$ cat src/rtl/id_ex_reg.sv
// Decode-to-execute pipeline register: it captures the decoded instruction, inserts bubbles for stall and flush, and freezes on memory wait.
// Define ID_EX_PERF_CNT_EN to build the bubble/flush performance counters; otherwise both counter outputs are tied to zero.
module id_ex_reg #(
    parameter int          XLEN     = 32,
    parameter logic [31:0] NOP_INST = 32'h00000013,
    parameter int          ASEL_W   = 2,
    parameter int          BSEL_W   = 2,
    parameter int          WBSEL_W  = 2
) (
    input  logic                clk,
    input  logic                rst,
    input  logic [XLEN-1:0]     pc_di,
    input  logic [31:0]         inst_di,
    input  logic [XLEN-1:0]     rs1_data_di,
    input  logic [XLEN-1:0]     rs2_data_di,
    input  logic [XLEN-1:0]     imm_di,
    input  logic [ASEL_W-1:0]   ASel_di,
    input  logic [BSEL_W-1:0]   BSel_di,
    input  logic [BSEL_W-1:0]   REGBSel_di,
    input  logic [3:0]          ALUSel_di,
    input  logic [WBSEL_W-1:0]  WBSel_di,
    input  logic                RegWEn_di,
    input  logic                MemRW_di,
    input  logic [4:0]          AddrD_di,
    input  logic                pc_stopFlag_i,
    input  logic                flush_i,
    input  logic                mem_wait_i,
    output logic [XLEN-1:0]     pc_eo,
    output logic [31:0]         inst_eo,
    output logic [XLEN-1:0]     rs1_data_eo,
    output logic [XLEN-1:0]     rs2_data_eo,
    output logic [XLEN-1:0]     imm_eo,
    output logic [ASEL_W-1:0]   ASel_eo,
    output logic [BSEL_W-1:0]   BSel_eo,
    output logic [BSEL_W-1:0]   REGBSel_eo,
    output logic [3:0]          ALUSel_eo,
    output logic [WBSEL_W-1:0]  WBSel_eo,
    output logic                RegWEn_eo,
    output logic                MemRW_eo,
    output logic [4:0]          AddrD_eo,
    output logic                valid_eo,
    output logic [31:0]         bubble_cnt_o,
    output logic [31:0]         flush_cnt_o
);

    // Operand-select encodings. A bubble uses the plain register-file paths and ALU write-back.
    localparam logic [ASEL_W-1:0]  ASEL_REG  = '0;
    localparam logic [BSEL_W-1:0]  BSEL_REG  = '0;
    localparam logic [WBSEL_W-1:0] WBSEL_ALU = WBSEL_W'(1);

    logic kill;

    always_comb begin
        kill = flush_i | pc_stopFlag_i;
    end

    always_ff @(posedge clk) begin
        if (rst) begin
            pc_eo       <= '0;
            inst_eo     <= NOP_INST;
            rs1_data_eo <= '0;
            rs2_data_eo <= '0;
            imm_eo      <= '0;
            ASel_eo     <= ASEL_REG;
            BSel_eo     <= BSEL_REG;
            REGBSel_eo  <= BSEL_REG;
            ALUSel_eo   <= '0;
            WBSel_eo    <= WBSEL_ALU;
            RegWEn_eo   <= 1'b0;
            MemRW_eo    <= 1'b0;
            AddrD_eo    <= '0;
            valid_eo    <= 1'b0;
        end else if (!mem_wait_i) begin
            pc_eo <= pc_di;
            if (kill) begin
                // A bubble must not write state or match any forwarding source, so its destination is x0.
                inst_eo     <= NOP_INST;
                rs1_data_eo <= '0;
                rs2_data_eo <= '0;
                imm_eo      <= '0;
                ASel_eo     <= ASEL_REG;
                BSel_eo     <= BSEL_REG;
                REGBSel_eo  <= BSEL_REG;
                ALUSel_eo   <= '0;
                WBSel_eo    <= WBSEL_ALU;
                RegWEn_eo   <= 1'b0;
                MemRW_eo    <= 1'b0;
                AddrD_eo    <= '0;
                valid_eo    <= 1'b0;
            end else begin
                inst_eo     <= inst_di;
                rs1_data_eo <= rs1_data_di;
                rs2_data_eo <= rs2_data_di;
                imm_eo      <= imm_di;
                ASel_eo     <= ASel_di;
                BSel_eo     <= BSel_di;
                REGBSel_eo  <= REGBSel_di;
                ALUSel_eo   <= ALUSel_di;
                WBSel_eo    <= WBSel_di;
                RegWEn_eo   <= RegWEn_di;
                MemRW_eo    <= MemRW_di;
                AddrD_eo    <= AddrD_di;
                valid_eo    <= 1'b1;
            end
        end
    end

`ifdef ID_EX_PERF_CNT_EN
    logic [31:0] bubble_cnt;
    logic [31:0] flush_cnt;

    // When flush and stall arrive together, the bubble is counted as a flush only.
    always_ff @(posedge clk) begin
        if (rst) begin
            bubble_cnt <= '0;
            flush_cnt  <= '0;
        end else if (!mem_wait_i) begin
            if (flush_i) begin
                flush_cnt <= flush_cnt + 32'd1;
            end else if (pc_stopFlag_i) begin
                bubble_cnt <= bubble_cnt + 32'd1;
            end
        end
    end

    assign bubble_cnt_o = bubble_cnt;
    assign flush_cnt_o  = flush_cnt;
`else
    assign bubble_cnt_o = 32'h0;
    assign flush_cnt_o  = 32'h0;
`endif

endmodule

$ cat config.mk
export PLATFORM = sky130hd
export DESIGN_NAME = id_ex_reg
export DESIGN_NICKNAME = d
export VERILOG_FILES = /design/src/rtl/id_ex_reg.sv
export SDC_FILE = /design/constraint.sdc
export NUM_CORES = 1
export LEC_CHECK = 0
export ABC_AREA = 1
export CAP_MARGIN = 5
export CORE_AREA = 2 2 166 168
export CTS_CLUSTER_SIZE = 40
export DETAILED_ROUTE_END_ITERATION = 12
export DIE_AREA = 0 0 168 170
export PLACE_DENSITY = 0.63
export SYNTH_ARGS = -nofsm -noshare
export SYNTH_HDL_FRONTEND = slang
export SYNTH_SLANG_ARGS = --single-unit
export TNS_END_PERCENT = 10
$ cat constraint.sdc
create_clock -name clk -period 2.7 [get_ports clk]
set_input_delay 0.54 -clock clk [delete_from_list [all_inputs] [get_ports clk]]
set_output_delay 0.54 -clock clk [all_outputs]
set_load 0.02 [all_outputs]
* After elaboration in Yosys (flattened, before gate mapping)
Index checks and enable logic that the tools add are counted.
Storage, ports and cells: bits in registers 180, input port bits 184, output and inout bits 244
Operators by class: muxes and demuxes 13, bitwise gates (word level) 1
Operator list (number):
- $mux W32 | 4
- $mux W2 | 4
- $mux W5 | 1
- $mux W4 | 1
- $mux W1 | 3
- $or A1 B1 Y1 | 1

* Depth between registers and ports, before layout
depth in word-level cells 2, mapped depth 5

* Least setup slack after synthesis
OpenSTA, ideal clock, no wires.
kind in2reg, start input port pc_stopFlag_i, end register imm_eo[10], arrival time 1.176 ns, required time 2.630 ns, setup slack 1.454 ns, stages on the path 5, path buffers 2, cells stage by stage nor2_2 -> buf_4 -> clkbuf_4 -> nand3_1 -> a21oi_1
Between the ends: word-level cells in the longest chain between the ends 2
RTL lines:
- start: declaration | RTL line 25 | input logic pc_stopFlag_i,
- $or A1 B1 Y1 | RTL line 54 | kill = flush_i | pc_stopFlag_i;
- $mux W32 | RTL line 75 | if (kill) begin
- end signal: assignment | RTL line 94 | imm_eo <= imm_di;
- end: declaration | RTL line 32 | output logic [XLEN-1:0] imm_eo,
Every way passes these cells. A chain may end at the register's enable or synchronous reset.

* Worst setup path after layout
start register BSel_eo[1], end output port BSel_eo[1]
RTL lines:
- start: declaration | RTL line 34 | output logic [BSEL_W-1:0] BSel_eo,
- start signal: assignment | RTL line 96 | BSel_eo <= BSel_di;
No word-level cell between the ends.

==> run summary <==
The post-synthesis instance area came out at 0.006969 mm². Grouping stages by cell kind, the critical path spends the most delay in buffers and inverters. The signed area change from the synthesized netlist to the final layout came out at 60.20%. The via count normalized by instance count came out at 4.405. The detailed router's first-iteration violation count came out at 497. The post-route clock period utilization came out at 74.74%.

The CTS root buffer is sky130_fd_sc_hd__clkbuf_16. The critical path is of the reg -> out type. The worst register-to-register path ends at WBSel_eo[0].

The worst clock skew is 0 ps. The internal power of the cells is 4.571 mW. The power density normalized to cell area is 564.8 mW/mm². The repair_antennas step left the layout with diodes totalling 0. The warning count from the yosys run is 0.

The proportion of synthesized chip area in sequential cells came out at between 50% and 60%. The worst hold path belongs to the class in -> reg. Combinational logic is responsible for 15.0% of the overall power.

The final-report max-slew violation count came out at 0. Across the whole layout, storage elements account for around 0.0036 mm². The transition at the pin with the smallest max-transition slack is ~970 ps. The signal on the critical path passes through clkdlybuf4s50_1. The total grt overflow is 0.

The detailed-route wire length per cell is 14.93 µm. Net switching is 27.50% of the power. The hold violation total from the final report came out at 0. The slowest stage cell on the critical path is sky130_fd_sc_hd__clkdlybuf4s50_1. The synthesized netlist cell count is slightly below 900. For this run, the total global-route usage over all layers was measured as roughly 15%. Each instance of the synthesized netlist takes up on average 8.048 µm². In the final layout, the share of cells above drive strength 1 is 4.090%. The pre-antenna-repair detailed-routing pass consisted of 8 iterations.

The count of vias placed by the detailed router came out at 6,780. On the worst path, the slowest cell contributes a delay of 650 ps. The number of maximum-capacitance constraint violations is 0.

For this run, the top clock speed supported by timing is between 0.4 and 0.5 GHz. The number of rows created at floorplan is 60. The flow ran to the end, and the final reports show no timing, DRC or antenna violations. The commonest cells after synthesis are 180 x sky130_fd_sc_hd__dfxtp_1, 153 x sky130_fd_sc_hd__nand2_1, 144 x sky130_fd_sc_hd__a21oi_1. The final-layout worst hold slack is 367.7 ps. The number of ports placed on the die boundary is 428. The total power after layout came out at 6.305 mW. Counting distinct cell types in the post-synthesis netlist gives 17. The arrival time of the worst setup path is between 1000 and 1500 ps. The global-route wire length before repair came out at 34.53 mm. Summing all multi-input logic gate instances after layout gives 0.002718 mm². The share of the synthesized area in the top cell type came out at approximately half. The initial core utilization is 26.15%. The total of endpoints with negative setup slack in the final report came out at 0. The wire length on met2 is 10.53 mm. The CTS clock-pin slew for the worst setup and hold paths came out at 70 ps. The worst ir drop on vdd came out at 0.0003016 V. The number of enable flip-flop cells after synthesis is 0. The worst hold path was traced through 2 stages. The area inside the core boundary is around 0.027 mm². In this run, the clock network consumes 40.9% of the power. The most used standard cell by instance count after synthesis is sky130_fd_sc_hd__dfxtp_1. TritonCTS built the clock tree.

The setup slack on the worst flop-to-flop path is 1940 ps. The met1 wire length is 9.800 mm. TritonCTS created 17 clock buffers.

The highest metal layer carrying signal wires in the routed design is met5. The clock insertion delay at the later pin of the skew report is 420 ps. The TritonCTS sink count is 180.

The worst register-to-register path begins at WBSel_eo[0]. The number of setup buffers added after CTS is 0. The die height is 170 µm. The largest total area in the synthesized netlist belongs to sky130_fd_sc_hd__dfxtp_1. The number of buffers inserted for hold repair after clock tree synthesis came out at 0.

The largest fanout on the critical path came out at 2. Summing all placed instances gives a cell area of 0.01055 mm². The leakage component of the power is slightly below 4 nW.

The shortest period the worst path allows is roughly 2000 ps. The number of H-tree branching levels is 4. STA classifies the critical path endpoint as a primary output.

The final weighted congestion in routability-driven placement came out at 0.7245. The most critical setup path has its startpoint at BSel_eo[1]. The destination of the worst hold path is RegWEn_eo. The startpoint of the most critical hold path is rst.

Measured against its own limit, the worst slew margin works out to 35.17%. The length of routed met3 wiring came out at approximately 2.1 mm. The primary flip-flop cell chosen by synthesis mapping is sky130_fd_sc_hd__dfxtp_1. The count of unresolved DRC violations after routing came out at 0. The filler cell count came out at 2,681. The sequential share of power is 44.1%. Measured along the x axis, the die boundary spans 168 µm. The kind of launch point of the worst setup path is a register. The post-cts gate resize count is 0.

The depth of the worst register-to-register path is 3. Summed over all nets, the half-perimeter wirelength after detailed placement is 15.28 mm. After routing, the total negative slack on setup checks comes to 0 ps. After routing the design area is 0.01116 mm². The initial antenna violation count is 1. Setup repair after global routing left no endpoint under its margin. The final routed wirelength across all metal layers is 22.98 mm.

The maximum count of clock buffers along a single path is 2. The buffer and inverter count on the worst path is 1. In this run the tool buffered the top-level ports with 363 buffer cells.

The async set-reset flop share out of synthesis came out at 0%. After the last flow step, the layout net total stands at 1,369. The remaining antenna violation count is 0. The pin count of the biggest net entering global routing is 177.

In this run the power spent charging and discharging nets is 1.734 mW. The area of the die is 0.02856 mm². Counting flops and latches in the post-synthesis netlist gives between 150 and 200. STA puts the critical path data required time at 2160 ps.

By area the synthesized netlist is led by sky130_fd_sc_hd__dfxtp_1 52%, sky130_fd_sc_hd__a21oi_1 10%, sky130_fd_sc_hd__nand3_1 10%, sky130_fd_sc_hd__buf_4 8.8%, sky130_fd_sc_hd__nand2_1 8.2%. The via count of the first global-routing pass is 6,353.
-- power groups by stage --
stage / sequential [mW] / combinational, mW / clock, mW
6_report: 2.78 / 0.945 / 2.58
3_3_place_gp: 2.84 / 0.949 / 0
4_1_cts: 2.78 / 0.954 / 2.69
5_1_grt: 2.79 / 1.01 / 2.78
3_5_place_dp: 2.84 / 0.950 / 0
2_1_floorplan: 2.95 / 0.404 / 0
-- flip-flops by register name, indices dropped and copies added (netlist names) --
name	cells
imm_eo	32
REGBSel_eo	2
inst_eo	32
MemRW_eo	1
rs2_data_eo	32
ALUSel_eo	4
rs1_data_eo	32
BSel_eo	2
AddrD_eo	5
valid_eo	1
pc_eo	32
ASel_eo	2
WBSel_eo	2
RegWEn_eo	1
-- how the worst max path moves through the flow --
stage                            endpoint  slack, ps  cells after the start
after detailed placement       imm_eo[25]        730                      6
after global routing           BSel_eo[1]        640                      1
after CTS                      BSel_eo[1]        660                      1
final                          BSel_eo[1]        680                      1
after floorplan                imm_eo[10]       1450                      5
after global placement    rs2_data_eo[17]        760                      6
-- area by class of cell --
| type | instances | share of cell area, % |
|---|---|---|
| Multi-Input combinational cell | 609 | 24.34 |
| Timing Repair Buffer | 375 | 33.98 |
| Clock buffer | 19 | 4.057 |
| Sequential cell | 180 | 32.28 |
| Tap cell | 341 | 3.822 |
| Inverter | 2 | 0.1121 |
| Clock inverter | 13 | 1.412 |
-- cells in the final DEF, fill, tap and decap left out --
cell,Yosys,final
sky130_fd_sc_hd__a21oi_1,144,144
sky130_fd_sc_hd__buf_12,0,6
sky130_fd_sc_hd__buf_4,82,8
sky130_fd_sc_hd__bufinv_16,0,1
sky130_fd_sc_hd__clkbuf_16,0,17
sky130_fd_sc_hd__clkbuf_8,0,2
sky130_fd_sc_hd__clkdlybuf4s50_1,0,361
sky130_fd_sc_hd__clkinv_4,0,2
sky130_fd_sc_hd__clkinv_8,0,2
sky130_fd_sc_hd__conb_1,1,64
sky130_fd_sc_hd__dfxtp_1,180,180
sky130_fd_sc_hd__inv_2,2,1
sky130_fd_sc_hd__inv_6,0,6
sky130_fd_sc_hd__inv_8,0,3
sky130_fd_sc_hd__nand2_1,153,153
sky130_fd_sc_hd__nand3_1,143,143
sky130_fd_sc_hd__nand3b_1,4,4
sky130_fd_sc_hd__nor2_1,64,64
sky130_fd_sc_hd__nor2_4,0,1
sky130_fd_sc_hd__o21ai_0,29,29
sky130_fd_sc_hd__o21ai_1,3,3
sky130_fd_sc_hd__or2_0,4,4
-- logic make-up (layout without fill, tap and decap cells) --
logic type / Yosys count / count (layout) / share of synthesized area (%)
and+or+nand+nor: 369 / 369 / 22.84
DFF: 180 / 180 / 51.71
AOI/OAI and AO/OA: 176 / 176 / 12.64
buffers and inverters: 140 / 409 / 12.76
other: 1 / 64 / 0.05381
-- metal layers --
metal / track usage [%] / up-vias
met5: 0 / -
met4: 5.671 / 2
met3: 5.651 / 25
met2: 24.52 / 290
met1: 18.49 / 3083
li1: - / 3380
-- stage by stage --
stage	setup slack, ps	utilization (%)	instances
2_1_floorplan	1454	-	929
3_3_place_gp	764.3	39.60	1507
3_5_place_dp	728.1	39.60	1507
4_1_cts	658.9	41.89	1539
5_1_grt	642.9	41.89	1539
6_report	682.1	41.89	1539
(Power assumes the default switching activity.)
